===== src/rtl/stream_pkg.sv =====
// Shared types and default widths for the dual-lane ready/valid traffic source.
package stream_pkg;

  localparam int DEF_WIDTH = 5;
  localparam int DEF_CNT_W = 8;
  localparam int DEF_GAP_W = 4;

  typedef enum logic [1:0] {IDLE, SEND, GAP, DONE} lane_state_t;

  typedef struct packed {
    logic [DEF_WIDTH-1:0] data;
    logic                 valid;
  } lane_out_t;

endpackage


===== src/rtl/stream_source_lane.sv =====
// One transmit lane: emits a burst of incrementing words with optional idle gaps,
// honouring backpressure. Valid comes straight from the state register.
module stream_source_lane
  import stream_pkg::*;
#(
  parameter int WIDTH = DEF_WIDTH,
  parameter int CNT_W = DEF_CNT_W,
  parameter int GAP_W = DEF_GAP_W
) (
  input  logic             clk,
  input  logic             srst,
  input  logic             start,
  input  logic [CNT_W-1:0] burst_len,
  input  logic [GAP_W-1:0] gap_len,
  input  logic [WIDTH-1:0] seed,
  input  logic             ready,
  output logic [WIDTH-1:0] data,
  output logic             valid,
  output logic [CNT_W-1:0] sent,
  output lane_state_t      state
);

  lane_state_t      state_reg, state_next;
  logic [WIDTH-1:0] data_reg, data_next;
  logic [CNT_W-1:0] remaining_reg, remaining_next;
  logic [GAP_W-1:0] gap_ld_reg, gap_ld_next;
  logic [GAP_W-1:0] gap_cnt_reg, gap_cnt_next;
  logic [CNT_W-1:0] sent_reg, sent_next;
  logic             handshake;

  assign valid     = (state_reg == SEND);
  assign handshake = valid && ready;

  always_comb begin
    state_next     = state_reg;
    data_next      = data_reg;
    remaining_next = remaining_reg;
    gap_ld_next    = gap_ld_reg;
    gap_cnt_next   = gap_cnt_reg;
    sent_next      = sent_reg;
    case (state_reg)
      IDLE, DONE: begin
        if (start) begin
          data_next      = seed;
          remaining_next = burst_len;
          gap_ld_next    = gap_len;
          sent_next      = '0;
          state_next     = (burst_len != '0) ? SEND : DONE;
        end
      end
      SEND: begin
        // start is deliberately not looked at here: a running burst keeps its length
        if (handshake) begin
          data_next      = data_reg + WIDTH'(1);
          remaining_next = remaining_reg - CNT_W'(1);
          if (sent_reg != '1) sent_next = sent_reg + CNT_W'(1);
          if (remaining_reg == CNT_W'(1)) begin
            state_next = DONE;
          end else if (gap_ld_reg != '0) begin
            state_next   = GAP;
            gap_cnt_next = gap_ld_reg;
          end
        end
      end
      GAP: begin
        gap_cnt_next = gap_cnt_reg - GAP_W'(1);
        if (gap_cnt_reg == GAP_W'(1)) state_next = SEND;
      end
      default: state_next = IDLE;
    endcase
  end

  always_ff @(posedge clk) begin
    if (srst) begin
      state_reg     <= IDLE;
      data_reg      <= '0;
      remaining_reg <= '0;
      gap_ld_reg    <= '0;
      gap_cnt_reg   <= '0;
      sent_reg      <= '0;
    end else begin
      state_reg     <= state_next;
      data_reg      <= data_next;
      remaining_reg <= remaining_next;
      gap_ld_reg    <= gap_ld_next;
      gap_cnt_reg   <= gap_cnt_next;
      sent_reg      <= sent_next;
    end
  end

  assign data  = data_reg;
  assign sent  = sent_reg;
  assign state = state_reg;

endmodule


===== src/rtl/dual_stream_source.sv =====
// Two independent burst-generating lanes sharing start/length controls;
// busy/done summarise both lane states.
module dual_stream_source
  import stream_pkg::*;
#(
  parameter int WIDTH = DEF_WIDTH,
  parameter int CNT_W = DEF_CNT_W,
  parameter int GAP_W = DEF_GAP_W
) (
  input  logic             CLK,
  input  logic             RESET,
  input  logic             start,
  input  logic [CNT_W-1:0] burst_len,
  input  logic [GAP_W-1:0] gap_len,
  input  logic [WIDTH-1:0] seed_0,
  input  logic [WIDTH-1:0] seed_1,
  output logic [WIDTH-1:0] O_0_data,
  output logic [WIDTH-1:0] O_1_data,
  output logic             O_0_valid,
  output logic             O_1_valid,
  input  logic             O_0_ready,
  input  logic             O_1_ready,
  output logic             busy,
  output logic             done,
  output logic [CNT_W-1:0] sent_0,
  output logic [CNT_W-1:0] sent_1
);

  logic [WIDTH-1:0] seed_arr  [2];
  logic             ready_arr [2];
  logic [WIDTH-1:0] data_arr  [2];
  logic             valid_arr [2];
  logic [CNT_W-1:0] sent_arr  [2];
  lane_state_t      state_arr [2];

  assign seed_arr[0]  = seed_0;
  assign seed_arr[1]  = seed_1;
  assign ready_arr[0] = O_0_ready;
  assign ready_arr[1] = O_1_ready;

  genvar gi;
  generate
    for (gi = 0; gi < 2; gi++) begin : g_lane
      stream_source_lane #(
        .WIDTH(WIDTH),
        .CNT_W(CNT_W),
        .GAP_W(GAP_W)
      ) u_lane (
        .clk      (CLK),
        .srst     (RESET),
        .start    (start),
        .burst_len(burst_len),
        .gap_len  (gap_len),
        .seed     (seed_arr[gi]),
        .ready    (ready_arr[gi]),
        .data     (data_arr[gi]),
        .valid    (valid_arr[gi]),
        .sent     (sent_arr[gi]),
        .state    (state_arr[gi])
      );
    end
  endgenerate

  assign O_0_data  = data_arr[0];
  assign O_1_data  = data_arr[1];
  assign O_0_valid = valid_arr[0];
  assign O_1_valid = valid_arr[1];
  assign sent_0    = sent_arr[0];
  assign sent_1    = sent_arr[1];

  always_comb begin
    busy = (state_arr[0] == SEND) || (state_arr[0] == GAP) ||
           (state_arr[1] == SEND) || (state_arr[1] == GAP);
    done = (state_arr[0] == DONE) && (state_arr[1] == DONE);
  end

endmodule


===== config.mk =====
export PLATFORM = sky130hd
export DESIGN_NAME = dual_stream_source
export DESIGN_NICKNAME = d
export VERILOG_FILES = /design/src/rtl/stream_pkg.sv /design/src/rtl/stream_source_lane.sv /design/src/rtl/dual_stream_source.sv
export SDC_FILE = /design/constraint.sdc
export NUM_CORES = 1
export LEC_CHECK = 0
export CORE_MARGIN = 1
export CORE_UTILIZATION = 30
export DETAILED_ROUTE_END_ITERATION = 8
export GPL_ROUTABILITY_DRIVEN = 1
export HOLD_SLACK_MARGIN = 0.08
export PLACE_DENSITY = 0.52
export SETUP_SLACK_MARGIN = 0.4
export SYNTH_ARGS = -nofsm -noshare
export SYNTH_HDL_FRONTEND = slang
export SYNTH_HIERARCHICAL = 1
export SYNTH_SLANG_ARGS = --single-unit

===== constraint.sdc =====
create_clock -name CLK -period 2.35 [get_ports CLK]
set_input_delay 0.3525 -clock CLK [delete_from_list [all_inputs] [get_ports CLK]]
set_output_delay 0.3525 -clock CLK [all_outputs]
set_load 0.005 [all_outputs]

==> flow_summary.toml, run 1 <==
[cells_and_area]
drive_above_1_share_pct = 17.5
diodes = 0
instances_no_fill = 689
nNetsFinal = 581
syn2layout_area_growth_pct = 38.1
design_area_um2 = 5070

[route]
vias = 3744
drt_wl_total_um = 10400
drc_errors = 0
vias_per_cell = 5.43
drtPass1Iterations = 4
post_drt_wl_per_cell_um = 15.1
first_iter_violations = 172
ant_nets = 0

[synthesis]
ys_types = 58
yosysMostFrequentCell = "dfxtp_1"
synth_top_family_by_area = "compound AO/OA/AOI/OAI gates"
syn_area_per_cell_um2 = 7.83
synth.area.top_cells = "dfxtp_1 (34%), a21oi_1 (7.2%), ha_1 (5.8%)"
synth_area_um2 = 3670
synth_top_area_cell = "dfxtp_1"
synth-xor-area-share_pct = 0.239
synthMuxAreaShare_pct = 1.40
synth_seq_cells = 62
synth_ff_type = "dfxtp_1"
synth_compound_area_share_pct = 26.8
synth-adder-area-share_pct = 5.79
synth-edff-count = 0
ys_seq_area_share_pct = 33.8
synth_nets = 513
synth_cells = 469
synthSimpleGateAreaFrac_pct = 26.3
synth_top_area_share_pct = 33.8
yosysWarnings = 6
synthTopCellsByCount = "dfxtp_1 (62), a21oi_1 (53), nand2_1 (43), o21ai_0 (29), nor2_1 (25)"
synthArstFlopShare_pct = 0

[sta]
fin_tns_setup_ns = 0
relSlewSlack_pct = 53.6
slew_viol_final = 0
tightest_slew_ns = 0.697
period_needed_ns = 1.96
finalHoldViolCount = 0
rsz0062_at_grt = "yes"
finClkSkew_ns = 0.00451
finalCritPeriodShare_pct = 83.2
clock.fmax_mhz = 511
setup_viol = 0

[global_routing]
overflow = 0
grt_pass1_wl_um = 17100
grt_pass1_vias = 3542
track_usage_pct = 16.8
grt_max_degree = 34
antenna_found_initial = 0

[clocking]
clockBufferDepth = 2
clockRootBuffer = "clkbuf_16"
worstSkewPairLatency_ns = 0.33
cts_buffers = 9
clk_pin_slew_ns = 0.05
clkSinkCount = 62
htreeDepth = 3
cts_tree = "yes"

[hold_path]
holdCritStartpoint = "g_lane[0].u_lane/gap_ld_reg[1]"
hold_end = "g_lane[0].u_lane/gap_ld_reg[1]"
hold_depth = 2
hold_path.class = "register to register"

[power_and_ir_drop]
ir_drop_mv = 0.364
p_leak_nw = 1.78
power_per_cell_area_nw_per_um2 = 1200
power_mw = 6.11

[placement]
dpl_cell_area_um2 = 4480
dp_hpwl_um = 6920
gp_congestion = 0.791
dp.cells = 661
io_buffers = 56

[setup_path]
end_kind = "register"
reg2reg_slack_ns = 0.39
reg2reg_from = "g_lane[1].u_lane/state[0]"
path_class = "register to register"
arrival_ns = 2.22
crit_path_max_fanout = 5
r2r_end = "g_lane[1].u_lane/sent[3]"
critical_path.startpoint_type = "register"
reg2reg_depth = 6
cp.required_ns = 2.61

[run]
cap_violations = 0

[die]
coreArea_um2 = 12000
fp.dieW_um = 113
die-area_um2 = 12700
num_rows = 40
io_pins = 57
start_util_pct = 30.7
die_h_um = 113

[run_status]
outcome = "finished clean"
==> cells in the final DEF, fill, tap and decap left out, types with 10 or more instances in the layout <==
cell / n
or3_1: 11
clkdlybuf4s50_1: 54
clkbuf_16: 10
nor2_1: 25
buf_4: 20
o31ai_1: 13
o21ai_0: 29
ha_1: 13
inv_1: 20
dfxtp_1: 57
nand3_1: 22
a21oi_1: 47
nand2_1: 43
nor3_1: 13
==> report_power, final <==
group	leakage (nW)	total [mW]	internal [mW]	switching, mW
registers	0.510	1.68	1.36	0.318
logic	1.13	3.17	1.53	1.63
clock network	0.137	1.26	0.802	0.459
==> layer usage <==
layer | share of wire (%) | global-route usage [%] | up-vias
li1 | - | - | 1891
met1 | 50 | 23.8 | 1771
met2 | 45 | 25.3 | 73
met3 | 4.0 | 2.16 | 9
met4 | 1.4 | 7.56 | 0
met5 | 0 | 0 | -
==> cell families after synthesis <==
logic type,Yosys count
xor gates and xnor gates,1
adders and majority gates,17
buffers and inverters,51
muxes,5
and+or+nand+nor,179
DFF,62
AOI/OAI and AO/OA,154
==> area by class of cell <==
cell class,instances,area [µm²]
fill,1197,6890
timing repair buffer,82,811
sequential,62,1260
clock buffer,16,282
inverter,23,88.8
multi-input combinational,359,2450
tap,147,184
==> stage by stage <==
stage / setup slack (ns) / utilization (%) / hold WS [ns]
2_1_floorplan: 0.411 / - / 0.446
3_3_place_gp: 0.0444 / 37.5 / 0.463
3_5_place_dp: 0.0232 / 37.5 / 0.468
4_1_cts: 0.366 / 40.6 / 0.475
5_1_grt: 0.334 / 42.4 / 0.491
6_report: 0.394 / 42.4 / 0.472
==> worst max-delay path, stage by stage (launching register included) <==
cell	delay [ns]
dfxtp_4	0.37
inv_2	0.05
ha_4	0.24
nor2b_2	0.17
or3_4	0.42
or4_4	0.53
a21boi_2	0.13
==> how the worst max path moves through the flow <==
stage                     slack (ns)                                end                       from
after floorplan                 0.41           g_lane[1].u_lane/sent[3]  g_lane[1].u_lane/state[1]
after global placement          0.04  g_lane[0].u_lane/remaining_reg[6]                      start
after detailed placement        0.02           g_lane[0].u_lane/sent[7]                      start
after CTS                       0.37           g_lane[1].u_lane/sent[3]  g_lane[1].u_lane/state[0]
after global routing            0.33  g_lane[0].u_lane/remaining_reg[7]  g_lane[0].u_lane/state[0]
final                           0.39           g_lane[1].u_lane/sent[3]  g_lane[1].u_lane/state[0]
==> what timing repair did <==
action,CTS,global route
resized for setup,12,37
pin swaps,4,22
hold buffers,0,0
endpoints found under the setup margin,22,26
setup buffers,3,5
gates cloned,2,2
Power figures use the tool's default switching activity.
==> run 2: changes to the inputs <==
Settings changed: PLACE_DENSITY 0.52 to 0.53.
Clock period 2.35 ns to 1.65 ns, I/O delays scaled along.
==> run 2 against run 1 <==
The run now ends with setup timing left. Die area did not move. Global-route usage rose by 2.5 points. Sequential power rose by 40%. Cell area rose by 27%. Sequential share of layout area fell by 4.6 points. Highest routed layer unchanged. Power rose by 89%. Critical path type unchanged.
==> flow_summary.toml, run 2 (synthesis gave the netlist of run 1 again) <==
[cells_and_area]
drive_above_1_share_pct = 48.1
final_util_pct = 53.8
regArea_um2 = 1300
mostFrequentLayoutCell = "buf_4"
most-common-layout-cells = "buf_4 (88), nand2_1 (35), buf_6 (33)"
instances_no_fill = 785
nFillCells = 1072
diodes = 0
nNetsFinal = 679
multiInputGateArea_um2 = 2920
syn2layout_area_growth_pct = 75.4

[route]
drtPass1Iterations = 5
drt_wl_total_um = 12300
drc_errors = 0
ant_nets = 0
vias_per_cell = 5.33
first_iter_violations = 170
vias = 4186
post_drt_wl_per_cell_um = 15.7

[power_and_ir_drop]
power_mw = 11.6
p_leak_nw = 2.55
ir_drop_mv = 0.940
power_per_cell_area_nw_per_um2 = 1800

[clocking]
cts_tree = "yes"
holdBufCountCts = 0
cts_buffers = 9
clockBufferDepth = 2
htreeDepth = 3
clkSinkCount = 62
clockRootBuffer = "clkbuf_16"
clk_pin_slew_ns = 0.05
worstSkewPairLatency_ns = 0.34

[sta]
period_needed_ns = 1.90
fin_ws_ns = -0.255
finalHoldViolCount = 0
finalCritPeriodShare_pct = 115
finClkSkew_ns = 0.00350
tightest_slew_ns = 0.398
rsz0062_at_grt = "yes"
hold-worst-slack_ns = 0.319
clock.fmax_mhz = 525
slew_viol_final = 0
setup_viol = 54
relSlewSlack_pct = 73.3

[global_routing]
overflow = 0
grt_pass1_vias = 4069
grt_max_degree = 21
antenna_found_initial = 0
grt_pass1_wl_um = 19600
track_usage_pct = 19.3

[setup_path]
path_class = "register to register"
reg2reg_slack_ns = -0.25
crit_path_max_fanout = 8
arrival_ns = 2.17
cp.required_ns = 1.92
critical_path.startpoint_type = "register"
critical_path.cell_chain = "buf_12 > ha_4 > nor2b_4 > or3_4 > or4_1 > a21oi_2"
end_kind = "register"
cp_slowest_cell = "or4_1"
critPathMaxStageDelay_ns = 0.51

[die]
die-area_um2 = 12700
coreArea_um2 = 12000
num_rows = 40
start_util_pct = 30.7
io_pins = 57
fp.dieW_um = 113
die_h_um = 113

[run]
cap_violations = 0

[run_status]
outcome = "finished with violations"
violations = "setup timing"

[placement]
dp.cells = 725
gp_congestion = 0.816
dp_hpwl_um = 8060
io_buffers = 56

[hold_path]
hold_path.class = "input port to register"
[run 2: routing by layer]
metal,part of all wire [%],global-route usage [%],vias to the layer above
li1,-,-,2078
met1,43,22.9,2010
met2,52,34.1,80
met3,3.1,4.48,18
met4,1.8,6.93,0
met5,0,0,-
[run 2: path summary, 6_finish.rpt]
| check | from | endpoint | depth (start not counted) |
|---|---|---|---|
| worst min-delay path | RESET | g_lane[0].u_lane/remaining_reg[2] | 2 |
| worst min register to register | g_lane[0].u_lane/data[4] | g_lane[0].u_lane/data[4] | 2 |
| worst max register to register | g_lane[0].u_lane/state[0] | g_lane[0].u_lane/sent[7] | 6 |
| worst max-delay path | g_lane[0].u_lane/state[0] | g_lane[0].u_lane/sent[7] | 6 |
[run 2: metrics by stage]
stage / TNS (ns) / setup WS [ns] / instance area [µm²]
3_3_place_gp: -11.75 / -0.417 / 5130
6_report: -6.88 / -0.255 / 6440
2_1_floorplan: -2.51 / -0.251 / 3930
5_1_grt: -10.41 / -0.333 / 6440
3_5_place_dp: -12.38 / -0.443 / 5130
4_1_cts: -6.04 / -0.238 / 5940
[run 2: cell type report]
cell class                 count  area share (%)
sequential                    62            20.2
tap                          147            2.86
clock buffer                  12            3.83
timing repair buffer         182            26.2
clock inverter                 2           0.155
inverter                      23            1.44
multi-input combinational    357            45.4
[run 2: power by group]
group / internal, mW / leakage (nW) / switching (mW)
clock: 1.03 / 0.128 / 0.663
sequential: 1.97 / 0.524 / 0.397
combinational: 3.97 / 1.90 / 3.52
total: 6.98 / 2.55 / 4.58
[run 2: worst max-delay path: cells and delay by family, from the launching register on]
family | cells | cell delay [ns]
adder cells (fa/ha/maj) | 1 | 0.17
buffers and inverters | 1 | 0.12
AO/OA/AOI/OAI | 1 | 0.12
flip-flops | 1 | 0.33
AND/OR/NAND/NOR | 3 | 1.08
[run 2: repair_timing]
item / in CTS / in global routing
gates resized for setup: 153 / 97
endpoints found under the hold margin: 0 / 0
pin swaps: 39 / 38
endpoints found under the setup margin: 84 / 72
gates cloned: 3 / 0
buffers inserted: 27 / 16
==> run 3: changes to the inputs <==
Settings changed: SKIP_CTS_REPAIR_TIMING from default to 1.
==> run 3 against run 2 <==
The flow still finishes with violations (setup timing). Cell area is 5.6% lower. Clock skew rose by 0.0012 ns. Worst setup slack worse by 0.027 ns. Sequential power about the same. Via count is 2.6% lower. Fmax fell by 1.4%. Critical path type unchanged.
==> flow_summary.toml, run 3 (synthesis gave the netlist of run 1 again) <==
[cells_and_area]
final_util_pct = 50.8
nNetsFinal = 657
most-common-layout-cells = "buf_4 (78), a21oi_1 (43), nand2_1 (37)"
nFillCells = 1103
syn2layout_area_growth_pct = 65.5
design_area_um2 = 6080
diodes = 0
drive_above_1_share_pct = 39.0
instances_no_fill = 763
mostFrequentLayoutCell = "buf_4"

[setup_path]
path_class = "register to register"
r2r_end = "g_lane[0].u_lane/sent[6]"
cp_slowest_cell = "or3_4"
critical_path.cell_chain = "buf_12 > ha_4 > nor2b_4 > or3_4 > buf_6 > or4_1 > a21oi_1"
reg2reg_slack_ns = -0.28
reg2reg_depth = 7
critPathMaxStageDelay_ns = 0.42
arrival_ns = 2.20
reg2reg_from = "g_lane[0].u_lane/state[0]"
critical_path.startpoint_type = "register"
crit_path_max_fanout = 6
end_kind = "register"
cp.required_ns = 1.92

[route]
vias_per_cell = 5.34
drt_wl_total_um = 11600
first_iter_violations = 181
ant_nets = 0
drc_errors = 0
vias = 4077
post_drt_wl_per_cell_um = 15.2
drtPass1Iterations = 4

[sta]
period_needed_ns = 1.93
setup_viol = 49
rsz0062_at_grt = "yes"
hold-worst-slack_ns = 0.316
finalCritPeriodShare_pct = 117
clock.fmax_mhz = 518
tightest_slew_ns = 0.381
relSlewSlack_pct = 74.4
fin_ws_ns = -0.282
slew_viol_final = 0
finClkSkew_ns = 0.00473
finalHoldViolCount = 0

[placement]
gp_congestion = 0.816
io_buffers = 56
dp.cells = 725
dpl_cell_area_um2 = 5130
dp_hpwl_um = 8060

[hold_path]
hold_depth = 2
holdCritStartpoint = "RESET"
hold_end = "g_lane[0].u_lane/remaining_reg[1]"
hold_path.class = "input port to register"

[global_routing]
grt_max_degree = 21
antenna_found_initial = 0
grt_pass1_vias = 3780
grt_pass1_wl_um = 18200
overflow = 0
track_usage_pct = 18.0

[die]
die_h_um = 113
coreArea_um2 = 12000
io_pins = 57
start_util_pct = 30.7
fp.dieW_um = 113
die-area_um2 = 12700
num_rows = 40

[clocking]
clkSinkCount = 62
clk_pin_slew_ns = 0.05
cts_buffers = 9
htreeDepth = 3
cts_tree = "yes"
clockBufferDepth = 2
clockRootBuffer = "clkbuf_16"
worstSkewPairLatency_ns = 0.34

[run_status]
violations = "setup timing"
outcome = "finished with violations"

[run]
cap_violations = 0

[power_and_ir_drop]
ir_drop_mv = 0.777
power_mw = 10.6
p_leak_nw = 2.67
power_per_cell_area_nw_per_um2 = 1740
==> run 3: changes by cell type in the layout (fill, tap and decap cells not counted), sizes merged <==
cell	change
buf	-27
clkdlybuf4s50	+2
dlymetal6s2s	+22
dlygate4sd2	-18
clkdlybuf4s15	-2
clkinvlp	+1
==> run 3: how the worst max path moves through the flow <==
| stage | endpoint | start | depth (start not counted) |
|---|---|---|---|
| final | g_lane[0].u_lane/sent[6] | g_lane[0].u_lane/state[0] | 7 |
| after global routing | g_lane[1].u_lane/sent[6] | g_lane[1].u_lane/state[0] | 7 |
| after CTS | busy | g_lane[0].u_lane/state[1] | 4 |
| after detailed placement | g_lane[0].u_lane/remaining_reg[6] | start | 7 |
| after global placement | g_lane[0].u_lane/remaining_reg[6] | start | 7 |
| after floorplan | g_lane[1].u_lane/sent[3] | g_lane[1].u_lane/state[0] | 7 |
==> run 3: worst max-delay path, delay by kind of cell, from the launching register on <==
family / cells / cell delay (ns)
AO/OA/AOI/OAI: 1 / 0.15
AND/OR/NAND/NOR: 3 / 0.95
buffers and inverters: 2 / 0.26
adder cells (fa/ha/maj): 1 / 0.16
flip-flops: 1 / 0.33
==> run 3: cell type report <==
| class | instances | area (µm²) | share of cell area, % |
|---|---|---|---|
| timing repair buffer | 159 | 1530 | 25.1 |
| inverter | 23 | 92.6 | 1.52 |
| clock inverter | 2 | 10.0 | 0.165 |
| clock buffer | 12 | 246 | 4.06 |
| multi-input combinational | 357 | 2710 | 44.6 |
| timing repair inverter | 1 | 5.00 | 0.0824 |
| sequential | 62 | 1300 | 21.4 |
| tap | 147 | 184 | 3.03 |
==> run 3: stage by stage <==
stage                     setup TNS, ns  worst slack, ns
after floorplan                   -2.51           -0.251
after global placement           -11.75           -0.417
after detailed placement         -12.38           -0.443
after CTS                         -7.06           -0.308
after global routing              -9.44           -0.376
final                             -5.05           -0.282
==> run 3: layer usage <==
layer	track usage [%]	up-vias	share of wire, %
met4	4.89	0	1.7
met2	30.6	89	50
met3	4.91	22	3.9
met1	22.2	1932	44
li1	-	2034	-
met5	0	-	0
==> run 3: power by group <==
| group | internal [mW] | total [mW] | switching, mW | leakage (nW) |
|---|---|---|---|---|
| combinational | 3.38 | 6.49 | 3.11 | 2.02 |
| clock | 1.03 | 1.70 | 0.668 | 0.128 |
| sequential | 1.97 | 2.36 | 0.387 | 0.522 |
